`config.mk`:
```
export PLATFORM = sky130hd
export DESIGN_NAME = seq_decoder
export DESIGN_NICKNAME = d
export VERILOG_FILES = /design/src/rtl/decode_pkg.sv /design/src/rtl/decoder.sv /design/src/rtl/reg_list_scan.sv /design/src/rtl/seq_decoder.sv
export SDC_FILE = /design/constraint.sdc
export NUM_CORES = 1
export LEC_CHECK = 0
export CORE_UTILIZATION = 57
export CTS_CLUSTER_DIAMETER = 80
export DETAILED_ROUTE_END_ITERATION = 10
export HOLD_SLACK_MARGIN = 0.15
export PLACE_DENSITY_LB_ADDON = 0.25
export SYNTH_ARGS = -nofsm -noshare
export SYNTH_HDL_FRONTEND = slang
export SYNTH_HIERARCHICAL = 1
export SYNTH_SLANG_ARGS = --single-unit
```
`constraint.sdc`:
```
create_clock -name clk -period 11.4 [get_ports clk]
set_input_delay 2.85 -clock clk [delete_from_list [all_inputs] [get_ports clk]]
set_output_delay 2.85 -clock clk [all_outputs]
set_load 0.02 [all_outputs]
```
`src/rtl/decode_pkg.sv`:
```
// Shared types and encodings for the sequencing decode stage.
package decode_pkg;

    typedef enum logic [0:0] {
        IDLE   = 1'b0,
        EXPAND = 1'b1
    } state_t;

    localparam logic [2:0] ALU_ADD = 3'b000;
    localparam logic [2:0] ALU_SUB = 3'b001;
    localparam logic [2:0] ALU_AND = 3'b010;
    localparam logic [2:0] ALU_ORR = 3'b011;
    localparam logic [2:0] ALU_ADC = 3'b100;

    localparam logic [1:0] RESULT_ALU   = 2'b00;
    localparam logic [1:0] RESULT_SHIFT = 2'b01;
    localparam logic [1:0] RESULT_MEM   = 2'b10;

    localparam logic [1:0] OP_DP  = 2'b00;
    localparam logic [1:0] OP_MEM = 2'b01;
    localparam logic [1:0] OP_BR  = 2'b10;

    typedef struct packed {
        logic       pcs;
        logic       reg_w;
        logic       mem_w;
        logic       mem_to_reg;
        logic       alu_src;
        logic [1:0] reg_src;
        logic       base_reg_write;
        logic       no_write;
        logic       swap;
        logic       inv;
        logic [1:0] flag_w;
        logic [1:0] imm_src;
        logic [1:0] result_src;
        logic [2:0] alu_ctl;
    } ctl_t;

    // Control word for one load/store micro-op of a block transfer.
    function automatic ctl_t blk_ctl(input logic l, input logic to_pc, input logic wb);
        ctl_t c;
        c                = '0;
        c.mem_w          = ~l;
        c.reg_w          = l;
        c.mem_to_reg     = l;
        c.result_src     = l ? RESULT_MEM : RESULT_ALU;
        c.alu_src        = 1'b1;
        c.alu_ctl        = ALU_ADD;
        c.pcs            = l & to_pc;
        c.base_reg_write = wb;
        return c;
    endfunction

    function automatic ctl_t nop_ctl();
        ctl_t c;
        c          = '0;
        c.no_write = 1'b1;
        return c;
    endfunction

endpackage

```
`src/rtl/decoder.sv`:
```
// Combinational single-instruction decoder for DP, LDR/STR and B.
module decoder
    import decode_pkg::*;
(
    input  logic [1:0] op,
    input  logic [5:0] funct,
    input  logic [3:0] rd,
    output ctl_t       ctl
);

    logic alu_op;
    logic branch;

    // Main decode followed by the ALU sub-decode for data processing.
    always_comb begin
        ctl    = '0;
        alu_op = 1'b0;
        branch = 1'b0;
        case (op)
            OP_DP: begin
                ctl.reg_w   = 1'b1;
                ctl.alu_src = funct[5];
                alu_op      = 1'b1;
            end
            OP_MEM: begin
                ctl.alu_src = 1'b1;
                ctl.imm_src = 2'b01;
                if (funct[0]) begin
                    ctl.reg_w      = 1'b1;
                    ctl.mem_to_reg = 1'b1;
                    ctl.result_src = RESULT_MEM;
                end else begin
                    ctl.mem_w   = 1'b1;
                    ctl.reg_src = 2'b10;
                end
            end
            OP_BR: begin
                branch      = 1'b1;
                ctl.alu_src = 1'b1;
                ctl.imm_src = 2'b10;
                ctl.reg_src = 2'b01;
            end
            default: begin
                ctl.no_write = 1'b1;
            end
        endcase

        if (alu_op) begin
            case (funct[4:1])
                4'b0100: ctl.alu_ctl = ALU_ADD;
                4'b0010: ctl.alu_ctl = ALU_SUB;
                4'b0011: begin ctl.alu_ctl = ALU_SUB; ctl.swap = 1'b1; end
                4'b0000: ctl.alu_ctl = ALU_AND;
                4'b1110: begin ctl.alu_ctl = ALU_AND; ctl.inv = 1'b1; end
                4'b1100: ctl.alu_ctl = ALU_ORR;
                4'b0101: ctl.alu_ctl = ALU_ADC;
                4'b1010: begin ctl.alu_ctl = ALU_SUB; ctl.no_write = 1'b1; end
                4'b1101: begin ctl.alu_ctl = ALU_ADD; ctl.result_src = RESULT_SHIFT; end
                default: ctl.alu_ctl = ALU_ADD;
            endcase
            // Carry/overflow flags only make sense for arithmetic operations.
            ctl.flag_w[1] = funct[0];
            ctl.flag_w[0] = funct[0] && (ctl.alu_ctl == ALU_ADD || ctl.alu_ctl == ALU_SUB ||
                                         ctl.alu_ctl == ALU_ADC) && (ctl.result_src == RESULT_ALU);
        end else begin
            ctl.flag_w = 2'b00;
        end

        ctl.pcs = ((rd == 4'd15) && ctl.reg_w && !ctl.no_write) || branch;
    end

endmodule

```
`src/rtl/reg_list_scan.sv`:
```
// Lowest-set-bit index, its one-hot mask and population count of a register list.
module reg_list_scan #(
    parameter int N = 16
) (
    input  logic [N-1:0]             list,
    output logic [$clog2(N)-1:0]     idx,
    output logic [N-1:0]             clr,
    output logic [$clog2(N+1)-1:0]   cnt
);

    localparam int IDX_W = $clog2(N);
    localparam int CNT_W = $clog2(N + 1);

    // Scan from the top so the lowest set bit is the final writer of idx.
    always_comb begin
        idx = '0;
        cnt = '0;
        for (int i = N - 1; i >= 0; i--) begin
            idx = list[i] ? IDX_W'(i) : idx;
            cnt = cnt + CNT_W'(list[i]);
        end
        clr = list & (~list + N'(1));
    end

endmodule

```
`src/rtl/seq_decoder.sv`:
```
// Registered, handshaked decode stage that expands LDM/STM into per-register micro-ops.
// Optional performance counters are built when DECODE_PERF_EN is defined.
module seq_decoder
    import decode_pkg::*;
#(
    parameter int NUM_REGS = 16,
    parameter int OFS_W    = 8
) (
    input  logic             clk,
    input  logic             reset,
    input  logic             in_valid,
    output logic             in_ready,
    input  logic [31:0]      instr,
    output logic             out_valid,
    input  logic             out_ready,
    output ctl_t             ctl,
    output logic [3:0]       uop_reg,
    output logic [OFS_W-1:0] uop_offset,
    output logic [OFS_W-1:0] uop_wb_offset,
    output logic             uop_first,
    output logic             uop_last
`ifdef DECODE_PERF_EN
    ,
    output logic [31:0]      perf_instr,
    output logic [31:0]      perf_uop,
    output logic [31:0]      perf_stall
`endif
);

    localparam int IDX_W = $clog2(NUM_REGS);
    localparam int CNT_W = $clog2(NUM_REGS + 1);

    state_t              state_q, state_d;
    logic [NUM_REGS-1:0] mask_q, mask_d;
    logic [CNT_W-1:0]    n_q, n_d, k_q, k_d;
    logic                p_q, p_d, u_q, u_d, w_q, w_d, l_q, l_d;
    logic                out_valid_q, out_valid_d;
    ctl_t                ctl_q, ctl_d;
    logic [3:0]          uop_reg_q, uop_reg_d;
    logic [OFS_W-1:0]    ofs_q, ofs_d, wb_q, wb_d;
    logic                first_q, first_d, last_q, last_d;

    logic [1:0]          in_op;
    logic [5:0]          in_funct;
    logic [3:0]          in_rd;
    logic [NUM_REGS-1:0] in_list;
    logic                in_block, accept, advance;
    ctl_t                dec_ctl;
    logic [IDX_W-1:0]    in_idx, rem_idx;
    logic [NUM_REGS-1:0] in_clr, rem_clr;
    logic [CNT_W-1:0]    in_cnt, rem_cnt;
    logic                unused_bits;

    assign in_op       = instr[27:26];
    assign in_funct    = instr[25:20];
    assign in_rd       = instr[15:12];
    assign in_list     = instr[NUM_REGS-1:0];
    assign in_block    = (in_op == OP_BR) && !in_funct[5];
    assign unused_bits = ^{instr[31:28], instr[19:16]};

    assign in_ready = (state_q == IDLE) && (!out_valid_q || out_ready);
    assign accept   = in_valid && in_ready;
    assign advance  = out_valid_q && out_ready;

    decoder u_decoder (
        .op    (in_op),
        .funct (in_funct),
        .rd    (in_rd),
        .ctl   (dec_ctl)
    );

    reg_list_scan #(.N(NUM_REGS)) u_in_scan (
        .list (in_list),
        .idx  (in_idx),
        .clr  (in_clr),
        .cnt  (in_cnt)
    );

    reg_list_scan #(.N(NUM_REGS)) u_rem_scan (
        .list (mask_q),
        .idx  (rem_idx),
        .clr  (rem_clr),
        .cnt  (rem_cnt)
    );

    // Byte offset of the k-th transfer; one formula covers IA, IB, DA and DB.
    function automatic logic [OFS_W-1:0] blk_ofs(input logic [CNT_W-1:0] k, input logic [CNT_W-1:0] n,
                                                 input logic p, input logic u);
        logic [OFS_W-1:0] k4;
        logic [OFS_W-1:0] n4;
        k4 = OFS_W'(k) << 2;
        n4 = OFS_W'(n) << 2;
        return k4 - (u ? {OFS_W{1'b0}} : n4) + ((p == u) ? OFS_W'(3'd4) : {OFS_W{1'b0}});
    endfunction

    function automatic logic [OFS_W-1:0] blk_wb(input logic [CNT_W-1:0] n, input logic u);
        logic [OFS_W-1:0] n4;
        n4 = OFS_W'(n) << 2;
        return u ? n4 : ({OFS_W{1'b0}} - n4);
    endfunction

    // Next-state and next-output selection for accept, expansion and hold.
    always_comb begin
        state_d     = state_q;
        mask_d      = mask_q;
        n_d         = n_q;
        k_d         = k_q;
        p_d         = p_q;
        u_d         = u_q;
        w_d         = w_q;
        l_d         = l_q;
        out_valid_d = out_valid_q;
        ctl_d       = ctl_q;
        uop_reg_d   = uop_reg_q;
        ofs_d       = ofs_q;
        wb_d        = wb_q;
        first_d     = first_q;
        last_d      = last_q;
        case (state_q)
            IDLE: begin
                if (accept) begin
                    out_valid_d = 1'b1;
                    first_d     = 1'b1;
                    last_d      = 1'b1;
                    ofs_d       = '0;
                    wb_d        = '0;
                    uop_reg_d   = in_rd;
                    if (!in_block) begin
                        ctl_d = dec_ctl;
                    end else if (in_cnt == CNT_W'(0)) begin
                        ctl_d = nop_ctl();
                    end else begin
                        ctl_d     = blk_ctl(in_funct[0], 4'(in_idx) == 4'd15,
                                            in_funct[1] && (in_cnt == CNT_W'(1)));
                        uop_reg_d = 4'(in_idx);
                        ofs_d     = blk_ofs(CNT_W'(0), in_cnt, in_funct[4], in_funct[3]);
                        p_d       = in_funct[4];
                        u_d       = in_funct[3];
                        w_d       = in_funct[1];
                        l_d       = in_funct[0];
                        n_d       = in_cnt;
                        k_d       = CNT_W'(1);
                        mask_d    = in_list & ~in_clr;
                        if (in_cnt == CNT_W'(1)) begin
                            wb_d = blk_wb(in_cnt, in_funct[3]);
                        end else begin
                            last_d  = 1'b0;
                            state_d = EXPAND;
                        end
                    end
                end else if (advance) begin
                    out_valid_d = 1'b0;
                end else begin
                    out_valid_d = out_valid_q;
                end
            end
            EXPAND: begin
                if (advance) begin
                    ctl_d     = blk_ctl(l_q, 4'(rem_idx) == 4'd15, w_q && (rem_cnt == CNT_W'(1)));
                    uop_reg_d = 4'(rem_idx);
                    ofs_d     = blk_ofs(k_q, n_q, p_q, u_q);
                    first_d   = 1'b0;
                    k_d       = k_q + CNT_W'(1);
                    mask_d    = mask_q & ~rem_clr;
                    if (rem_cnt == CNT_W'(1)) begin
                        last_d  = 1'b1;
                        wb_d    = blk_wb(n_q, u_q);
                        state_d = IDLE;
                    end else begin
                        last_d  = 1'b0;
                        wb_d    = '0;
                    end
                end else begin
                    state_d = EXPAND;
                end
            end
            default: begin
                state_d     = IDLE;
                out_valid_d = 1'b0;
            end
        endcase
    end

    // State and output registers.
    always_ff @(posedge clk) begin
        if (reset) begin
            state_q     <= IDLE;
            mask_q      <= '0;
            n_q         <= '0;
            k_q         <= '0;
            p_q         <= 1'b0;
            u_q         <= 1'b0;
            w_q         <= 1'b0;
            l_q         <= 1'b0;
            out_valid_q <= 1'b0;
            ctl_q       <= '0;
            uop_reg_q   <= '0;
            ofs_q       <= '0;
            wb_q        <= '0;
            first_q     <= 1'b0;
            last_q      <= 1'b0;
        end else begin
            state_q     <= state_d;
            mask_q      <= mask_d;
            n_q         <= n_d;
            k_q         <= k_d;
            p_q         <= p_d;
            u_q         <= u_d;
            w_q         <= w_d;
            l_q         <= l_d;
            out_valid_q <= out_valid_d;
            ctl_q       <= ctl_d;
            uop_reg_q   <= uop_reg_d;
            ofs_q       <= ofs_d;
            wb_q        <= wb_d;
            first_q     <= first_d;
            last_q      <= last_d;
        end
    end

    assign out_valid     = out_valid_q;
    assign ctl           = ctl_q;
    assign uop_reg       = uop_reg_q;
    assign uop_offset    = ofs_q;
    assign uop_wb_offset = wb_q;
    assign uop_first     = first_q;
    assign uop_last      = last_q;

`ifdef DECODE_PERF_EN
    logic [31:0] perf_instr_q, perf_instr_d;
    logic [31:0] perf_uop_q, perf_uop_d;
    logic [31:0] perf_stall_q, perf_stall_d;

    // Event counters; they wrap naturally at 2^32.
    always_comb begin
        perf_instr_d = perf_instr_q + (accept ? 32'd1 : 32'd0);
        perf_uop_d   = perf_uop_q + (advance ? 32'd1 : 32'd0);
        perf_stall_d = perf_stall_q + ((out_valid_q && !out_ready) ? 32'd1 : 32'd0);
    end

    // Counter registers.
    always_ff @(posedge clk) begin
        if (reset) begin
            perf_instr_q <= 32'd0;
            perf_uop_q   <= 32'd0;
            perf_stall_q <= 32'd0;
        end else begin
            perf_instr_q <= perf_instr_d;
            perf_uop_q   <= perf_uop_d;
            perf_stall_q <= perf_stall_d;
        end
    end

    assign perf_instr = perf_instr_q;
    assign perf_uop   = perf_uop_q;
    assign perf_stall = perf_stall_q;
`endif

endmodule

```
==> impl_metrics.toml, run 1 <==
[status]
status = "completed"

[drt]
wl_per_cell_microns = 16.7
drtAntennaViolNets = 0
wirelength_microns = 14500
drt_iter0_markers = 261
vias_per_cell = 5.98
vias = 5201
first_pass_iters = 5
drt_drc_violations_left = 0

[worst_setup_path]
rrSetupSlack_ns = 6.13
startpoint_type = "input pin"
crit_type = "in -> reg"
worstPathRequired_ns = 11.60
reg2regPathDepth = 14
critPathMaxFanout = 26
r2r_start = "mask_q[0]"
setup.worst_path.end_class = "register"
rr_endpoint = "ctl[12]"
worstPathArrival_ns = 9.44

[yosys]
netlist_area_sq_um = 5680
synth_top_flop_cell = "dfxtp_1"
synthArstFlopShare_pct = 0
synthCells = 688
ys_warn_count = 6
synth_area_per_cell_sq_um = 8.26
ys_ff_latch = 70
synth.top_cell.area_share_pct = 24.7
synth.distinct_cells = 82
yosys.area.top_type = "dfxtp_1"
synth_edf_count = 0
ys_seq_area_share_pct = 24.7
synth_area_leaders = "dfxtp_1, fa_1, ha_1, inv_1, nand2_1"

[clock_tree]
clock_latency_ns = 0.36
clockBufferDepth = 2
post_cts_resized = 0
clk_pin_slew_ns = 0.08
h-tree-depth = 3
cts.sinks = 70
numCtsBuffers = 9
root_buffer = "clkbuf_8"
cts_setup_buffers = 0
postCtsHoldBufs = 0
cts_tree = "yes"

[floorplanning]
die_w_microns = 102
die-area_sq_um = 10400
ios = 80
start_util_pct = 58.4
coreArea_sq_um = 9730
die_h_microns = 102
rows = 36

[timing]
slew_headroom_pct = 21.5
max_freq_mhz = 108
finalCriticalPeriod_ns = 9.24
fin_tns_setup_ns = 0
worst_slew_pin_slew_ns = 1.18
finalWorstSetupSlack_ns = 2.16
rsz0062_at_grt = "false"
finClkSkew_ns = 0.0147
finalSetupViolCount = 0
post-route-period-util_pct = 81.1
hold_viol = 0
finalMaxSlewViolations = 0

[grt]
grt_pass1_vias = 4868
grt.overflow.total = 0
track_usage_pct = 29.1
grt_start_max_net_pins = 70
grt_pass1_wl_microns = 23400
antenna_found_initial = 0

[job]
drv_cap = 0

[layout]
nets = 825
n_fill_cell = 822
largest_reg_flops = 20
final_util_pct = 67.2
mostFrequentLayoutCells = "inv_1, dfxtp_1, clkdlybuf4s50_1, nand2_1, nor2_1"
diodes = 0
drive_above_1_share_pct = 10.9
final_cells = 870
final_common_cell = "inv_1"
areaGrowthSynthToFinish_pct = 15.1
fin_area_sq_um = 6540

[placement]
dp_worst_setup_slack_ns = 1.85
postPlaceCellArea_sq_um = 6340
hpwl_microns = 10800
portBuffers = 67
gp_congestion = 0.920
dp.cells = 854

[worst_hold_path]
min_path_cells = 2
hold_class = "reg -> reg"
hp-start = "ctl[11]"
hold_end = "ctl[11]"

[pwr]
vdd_drop_max_uv = 89.8
power_density_nw_per_um2 = 137
leakage_uw = 0.00247
layer usage:
metal,part of all wire (%),global-route usage [%]
met1,45,38.0
met5,0,0
met2,46,46.7
met3,6.5,7.05
met4,2.3,11.0
Yosys cell counts, types with 5 or more instances:
library cell	count
inv_1	71
dfxtp_1	70
nand2_1	58
nor2_1	58
a21oi_1	42
ha_1	35
nor3_1	24
clkbuf_1	23
fa_1	22
nand3b_1	19
a211oi_1	14
nor2b_1	14
and3_1	13
a22oi_1	12
buf_4	12
nand2b_1	12
nand3_1	12
a21oi_2	11
nand3_2	11
nor4_1	9
mux2_2	8
o211ai_1	7
o21ai_0	7
a221oi_1	5
and2_1	5
or3_1	5
xnor2_1	5
logic make-up (layout without fill, tap and decap cells):
kind of cell	count (synthesis)	after routing	share of synthesized area (%)
xor+xnor	9	9	1.39
mux	10	10	1.94
simple gates	285	285	30.1
fa+ha+maj	57	57	15.5
other cells	2	5	0.132
buf+inv	113	159	8.85
compound gates	142	142	17.5
flops	70	70	24.7
how the worst max path moves through the flow:
stage / start / end / slack [ns] / depth (start not counted)
global route: instr[0] / mask_q[4] / 1.89 / 17
CTS: instr[0] / mask_q[4] / 2.24 / 17
finish: instr[0] / mask_q[4] / 2.16 / 17
floorplan: instr[0] / mask_q[10] / 3.42 / 23
detailed placement: instr[0] / mask_q[4] / 1.85 / 17
global placement: instr[0] / mask_q[5] / 1.99 / 17
critical path, cell delays in order:
cell	delay (ns)
clkdlybuf4s50_1	0.66
inv_1	0.16
fa_1	0.58
fa_1	0.44
fa_1	0.53
fa_1	0.41
inv_1	0.07
ha_1	0.16
inv_1	0.06
fa_1	0.40
xnor2_1	0.58
nor3_1	0.14
ha_1	0.31
or4b_1	0.68
or4_1	1.00
nand3_1	0.29
a21oi_1	0.09
where the power goes:
part,switching [uW],internal [uW]
logic,248,162
registers,15.2,262
clock network,105,102
stage by stage:
stage,hold slack (ns),power [uW]
2_1_floorplan,0.436,576
3_3_place_gp,0.443,672
3_5_place_dp,0.452,686
4_1_cts,0.464,891
5_1_grt,0.483,953
6_report,0.465,895
layout make-up:
class                           instances  area (sq um)  share of cell area (%)
Sequential cell                        70          1400                    21.4
Inverter                               71           267                    4.07
Multi-Input combinational cell        508          3810                    58.2
Clock buffer                           10           128                    1.95
Clock inverter                          6          70.1                    1.07
Tap cell                              133           166                    2.54
Timing Repair Buffer                   72           703                    10.7
No activity file was read; power rests on OpenSTA's default activity.
==> run 2, diff against run 1 <==
Settings changed: CORE_UTILIZATION 57 to 51.
Clock period 11.4 ns to 7.9 ns, I/O delays scaled along.
==> run 2 against run 1 <==
Sequential share of layout area is 0.43 points lower. Largest cell class unchanged. Global-route usage decreased by 3.0 points. Combinational power increased by 54%. Critical path depth up 4. Highest routed layer unchanged. Routed wire length up 0.60%. Critical path type unchanged. Utilization fell by 5.7 points. Clock power up 49%. First-iteration DRC count increased by 2.7%. Sequential power rose by 44%. Critical endpoint is now mask_q[7].
==> impl_metrics.toml, run 2 (synthesis gave the netlist of run 1 again) <==
[placement]
gp_congestion = 0.894
portBuffers = 67
hpwl_microns = 11000
postPlaceCellArea_sq_um = 6470
dp.cells = 877
dp_worst_setup_slack_ns = 0.201

[clock_tree]
clk_pin_slew_ns = 0.08
clock_latency_ns = 0.36
cts.sinks = 70
cts_tree = "yes"
numCtsBuffers = 9
root_buffer = "clkbuf_8"
post_cts_resized = 0
h-tree-depth = 3
clockBufferDepth = 2
postCtsHoldBufs = 0
cts_setup_buffers = 0

[job]
drv_cap = 0

[layout]
final_util_pct = 61.6
drive_above_1_share_pct = 12.9
mostFrequentLayoutCells = "inv_1, dfxtp_1, clkdlybuf4s50_1, nand2_1, nor2_1"
nets = 841
n_fill_cell = 972
final_cells = 893
final_common_cell = "inv_1"
largest_reg_flops = 20
areaGrowthSynthToFinish_pct = 17.5
fin_area_sq_um = 6680
diodes = 0

[timing]
rsz0062_at_grt = "false"
worst_slew_pin_slew_ns = 1.10
max_freq_mhz = 137
post-route-period-util_pct = 92.7
finalSetupViolCount = 0
finClkSkew_ns = 0.0129
finalMaxSlewViolations = 0
fin_tns_setup_ns = 0
finalCriticalPeriod_ns = 7.32
finalWorstSetupSlack_ns = 0.577
slew_headroom_pct = 25.9
hold_viol = 0

[worst_setup_path]
setup.worst_path.end_class = "register"
cp_slowest_stage_delay_ns = 0.69
path_cells = "clkdlybuf4s50_1 > inv_1 > fa_1 > fa_1 > fa_1 > fa_1 > inv_1 > ha_1 > inv_1 > fa_1 > inv_1 > inv_1 > ha_1 > inv_1 > nor3_1 > ha_1 > or4b_1 > or4_1 > buf_4 > nand3_1 > a21oi_1"
crit_type = "in -> reg"
crit_buf_inv = 8
worstPathRequired_ns = 8.11
critPathMostFrequentCell = "inv_1"
crit_slowest_cell = "or4b_1"
startpoint_type = "input pin"
critPathMaxFanout = 26
critPathTopFamily = "adder cells"
worstPathArrival_ns = 7.53
rrSetupSlack_ns = 2.73

[grt]
grt_pass1_vias = 4928
grt_start_max_net_pins = 70
grt.overflow.total = 0
antenna_found_initial = 0
grt_pass1_wl_microns = 23600
track_usage_pct = 26.0

[floorplanning]
start_util_pct = 52.4
ios = 80
die_w_microns = 108
coreArea_sq_um = 10800
die-area_sq_um = 11600
rows = 38
die_h_microns = 108

[drt]
first_pass_iters = 5
vias_per_cell = 5.87
vias = 5242
drt_iter0_markers = 268
drtAntennaViolNets = 0
wl_per_cell_microns = 16.4
wirelength_microns = 14600
drt_drc_violations_left = 0

[pwr]
power_density_nw_per_um2 = 201
leakage_uw = 0.00256
vdd_drop_max_uv = 110

[status]
status = "completed"

[worst_hold_path]
hold_class = "reg -> reg"
-- run 2: changes by cell type in the layout (fill, tap and decap cells not counted), sizes merged --
cell / change
inv: +3
clkinvlp: -3
clkbuf: -1
clkinv: +1
buf: +16
-- run 2: worst register-to-register path, delay by kind of cell (launching register included) --
| kind | cells | cell delay, ns |
|---|---|---|
| adders and majority gates | 5 | 2.34 |
| and+or+nand+nor | 2 | 1.19 |
| buffers and inverters | 2 | 0.21 |
| DFF | 1 | 0.47 |
| AOI/OAI and AO/OA | 4 | 0.80 |
| xor gates and xnor gates | 1 | 0.07 |
-- run 2: metal layers --
| metal | GRT usage [%] | vias up | part of all wire [%] |
|---|---|---|---|
| met1 | 35.3 | 2492 | 46 |
| li1 | - | 2533 | - |
| met2 | 40.9 | 192 | 47 |
| met5 | 0 | - | 0 |
| met4 | 9.20 | 0 | 1.7 |
| met3 | 5.33 | 25 | 5.5 |
-- run 2: path summary, 6_finish.rpt --
path | startpoint | to | cells past startpoint
worst min-delay path | l_q | l_q | 2
worst max register to register | mask_q[0] | uop_wb_offset[5] | 14
worst min register to register | l_q | l_q | 2
worst max-delay path | instr[0] | mask_q[7] | 21
-- run 2: cell type report --
| cell class | instances | area, sq um | share of cell area (%) |
|---|---|---|---|
| Multi-Input combinational cell | 508 | 3810 | 57.0 |
| Sequential cell | 70 | 1400 | 21.0 |
| Timing Repair Buffer | 88 | 823 | 12.3 |
| Inverter | 71 | 267 | 3.99 |
| Tap cell | 140 | 175 | 2.62 |
| Clock buffer | 9 | 124 | 1.86 |
| Clock inverter | 7 | 78.8 | 1.18 |
-- run 2: stage by stage --
step / hold slack [ns] / power (uW)
after floorplan: 0.436 / 831
after global placement: 0.442 / 1020
final: 0.467 / 1340
after CTS: 0.467 / 1350
after detailed placement: 0.454 / 1030
after global routing: 0.488 / 1430
-- run 2: where the power goes --
group / internal, uW / switching (uW)
Clock: 150 / 158
Sequential: 378 / 21.1
Combinational: 268 / 364
Total: 797 / 544
==> run 3, diff against run 2 <==
Settings changed: REMOVE_ABC_BUFFERS set to 1.
==> run 3 against run 2 <==
Sequential share of layout area hardly changed. Cell count is 0.22% higher. Critical path depth stayed put. Fmax is 2.5% lower. Register-to-register slack worse by 0.08 ns. Critical path type unchanged. Largest cell class unchanged.
==> impl_metrics.toml, run 3 (synthesis gave the netlist of run 1 again) <==
[layout]
mostFrequentLayoutCells = "inv_1, dfxtp_1, clkdlybuf4s50_1, nand2_1, nor2_1"
nets = 843
largest_reg_flops = 20
diodes = 0
fin_area_sq_um = 6670
final_common_cell = "inv_1"
areaGrowthSynthToFinish_pct = 17.3
drive_above_1_share_pct = 13.0

[placement]
gp_congestion = 0.892
hpwl_microns = 11100
postPlaceCellArea_sq_um = 6480
portBuffers = 67

[clock_tree]
clockBufferDepth = 2
cts.sinks = 70
clock_latency_ns = 0.37
root_buffer = "clkbuf_8"
cts_tree = "yes"
numCtsBuffers = 9
post_cts_resized = 0
clk_pin_slew_ns = 0.08
postCtsHoldBufs = 0
h-tree-depth = 3
cts_setup_buffers = 0

[worst_hold_path]
hold_class = "reg -> reg"
min_path_cells = 2
hold_end = "w_q"
hp-start = "w_q"

[floorplanning]
rows = 38
coreArea_sq_um = 10800
die-area_sq_um = 11600
die_h_microns = 108
ios = 80
die_w_microns = 108
start_util_pct = 52.4

[worst_setup_path]
reg2regPathDepth = 14
critPathMaxFanout = 5
setup.worst_path.end_class = "register"
r2r_start = "mask_q[0]"
rrSetupSlack_ns = 2.65
worstPathRequired_ns = 8.19
rr_endpoint = "uop_wb_offset[6]"
crit_type = "in -> reg"
startpoint_type = "input pin"
worstPathArrival_ns = 7.80

[drt]
vias_per_cell = 5.76
drtAntennaViolNets = 0
wl_per_cell_microns = 16.4
vias = 5158
drt_drc_violations_left = 0
drt_iter0_markers = 407
first_pass_iters = 5
wirelength_microns = 14600

[pwr]
vdd_drop_max_uv = 154
leakage_uw = 0.00255
total_power_uw = 1310
power_density_nw_per_um2 = 197

[timing]
rsz0062_at_grt = "false"
finalCriticalPeriod_ns = 7.51
slew_headroom_pct = 22.6
finalMaxSlewViolations = 0
worst_slew_pin_slew_ns = 1.16
post-route-period-util_pct = 95.0
finClkSkew_ns = 0.0139
finalSetupViolCount = 0
max_freq_mhz = 133
hold_viol = 0

[grt]
grt.overflow.total = 0
grt_pass1_vias = 5087
grt_pass1_wl_microns = 24600
grt_start_max_net_pins = 70
track_usage_pct = 27.2
antenna_found_initial = 0

[status]
status = "completed"

[job]
drv_cap = 0
run 3: how the worst max path moves through the flow:
stage	start	cells after the start	end	slack, ns
floorplan	instr[0]	19	mask_q[0]	-0.60
global placement	instr[0]	21	uop_wb_offset[5]	0.20
detailed placement	instr[0]	21	uop_wb_offset[5]	0.07
CTS	instr[0]	21	uop_wb_offset[5]	0.46
global route	instr[0]	21	uop_wb_offset[4]	0.19
finish	instr[0]	21	uop_wb_offset[5]	0.39
run 3: report_power, final:
part / internal [uW] / switching, uW
combinational: 268 / 372
clock: 123 / 150
sequential: 378 / 21.2
total: 770 / 543
run 3: routing by layer:
| layer | global-route usage, % | up-vias | share of wire, % |
|---|---|---|---|
| met4 | 9.39 | 0 | 1.8 |
| met5 | 0 | - | 0 |
| met2 | 45.9 | 133 | 48 |
| met1 | 35.3 | 2468 | 46 |
| met3 | 4.12 | 18 | 4.4 |
| li1 | - | 2539 | - |
run 3: final cells by class:
cell class,instances,area [sq um]
Inverter,71,267
Sequential cell,70,1400
Clock buffer,10,138
Fill cell,969,4180
Multi-Input combinational cell,508,3800
Clock inverter,6,45.0
Tap cell,140,175
Timing Repair Buffer,90,838
run 3: critical path: stages:
cell and delay [ns]:
clkdlybuf4s50_1 0.48, inv_1 0.09, fa_1 0.60, fa_1 0.47
fa_1 0.49, fa_1 0.50, inv_1 0.04, ha_1 0.18
inv_1 0.07, fa_1 0.45, inv_1 0.10, inv_1 0.06
ha_1 0.17, inv_1 0.10, nor3_1 0.06, ha_1 0.24
or4b_1 0.60, buf_4 0.21, nor4_1 0.46, a21oi_1 0.18
a211oi_1 0.27
run 3: stage by stage:
step | TNS (ns) | cells | utilization, % | hold WS, ns | worst slack [ns]
after global routing | 0 | 895 | 61.5 | 0.478 | 0.193
after detailed placement | 0 | 879 | 59.8 | 0.449 | 0.0731
final | 0 | 895 | 61.5 | 0.458 | 0.391
after global placement | 0 | 879 | 59.8 | 0.441 | 0.198
after CTS | 0 | 895 | 61.5 | 0.460 | 0.455
after floorplan | -15.35 | 649 | - | 0.430 | -0.596
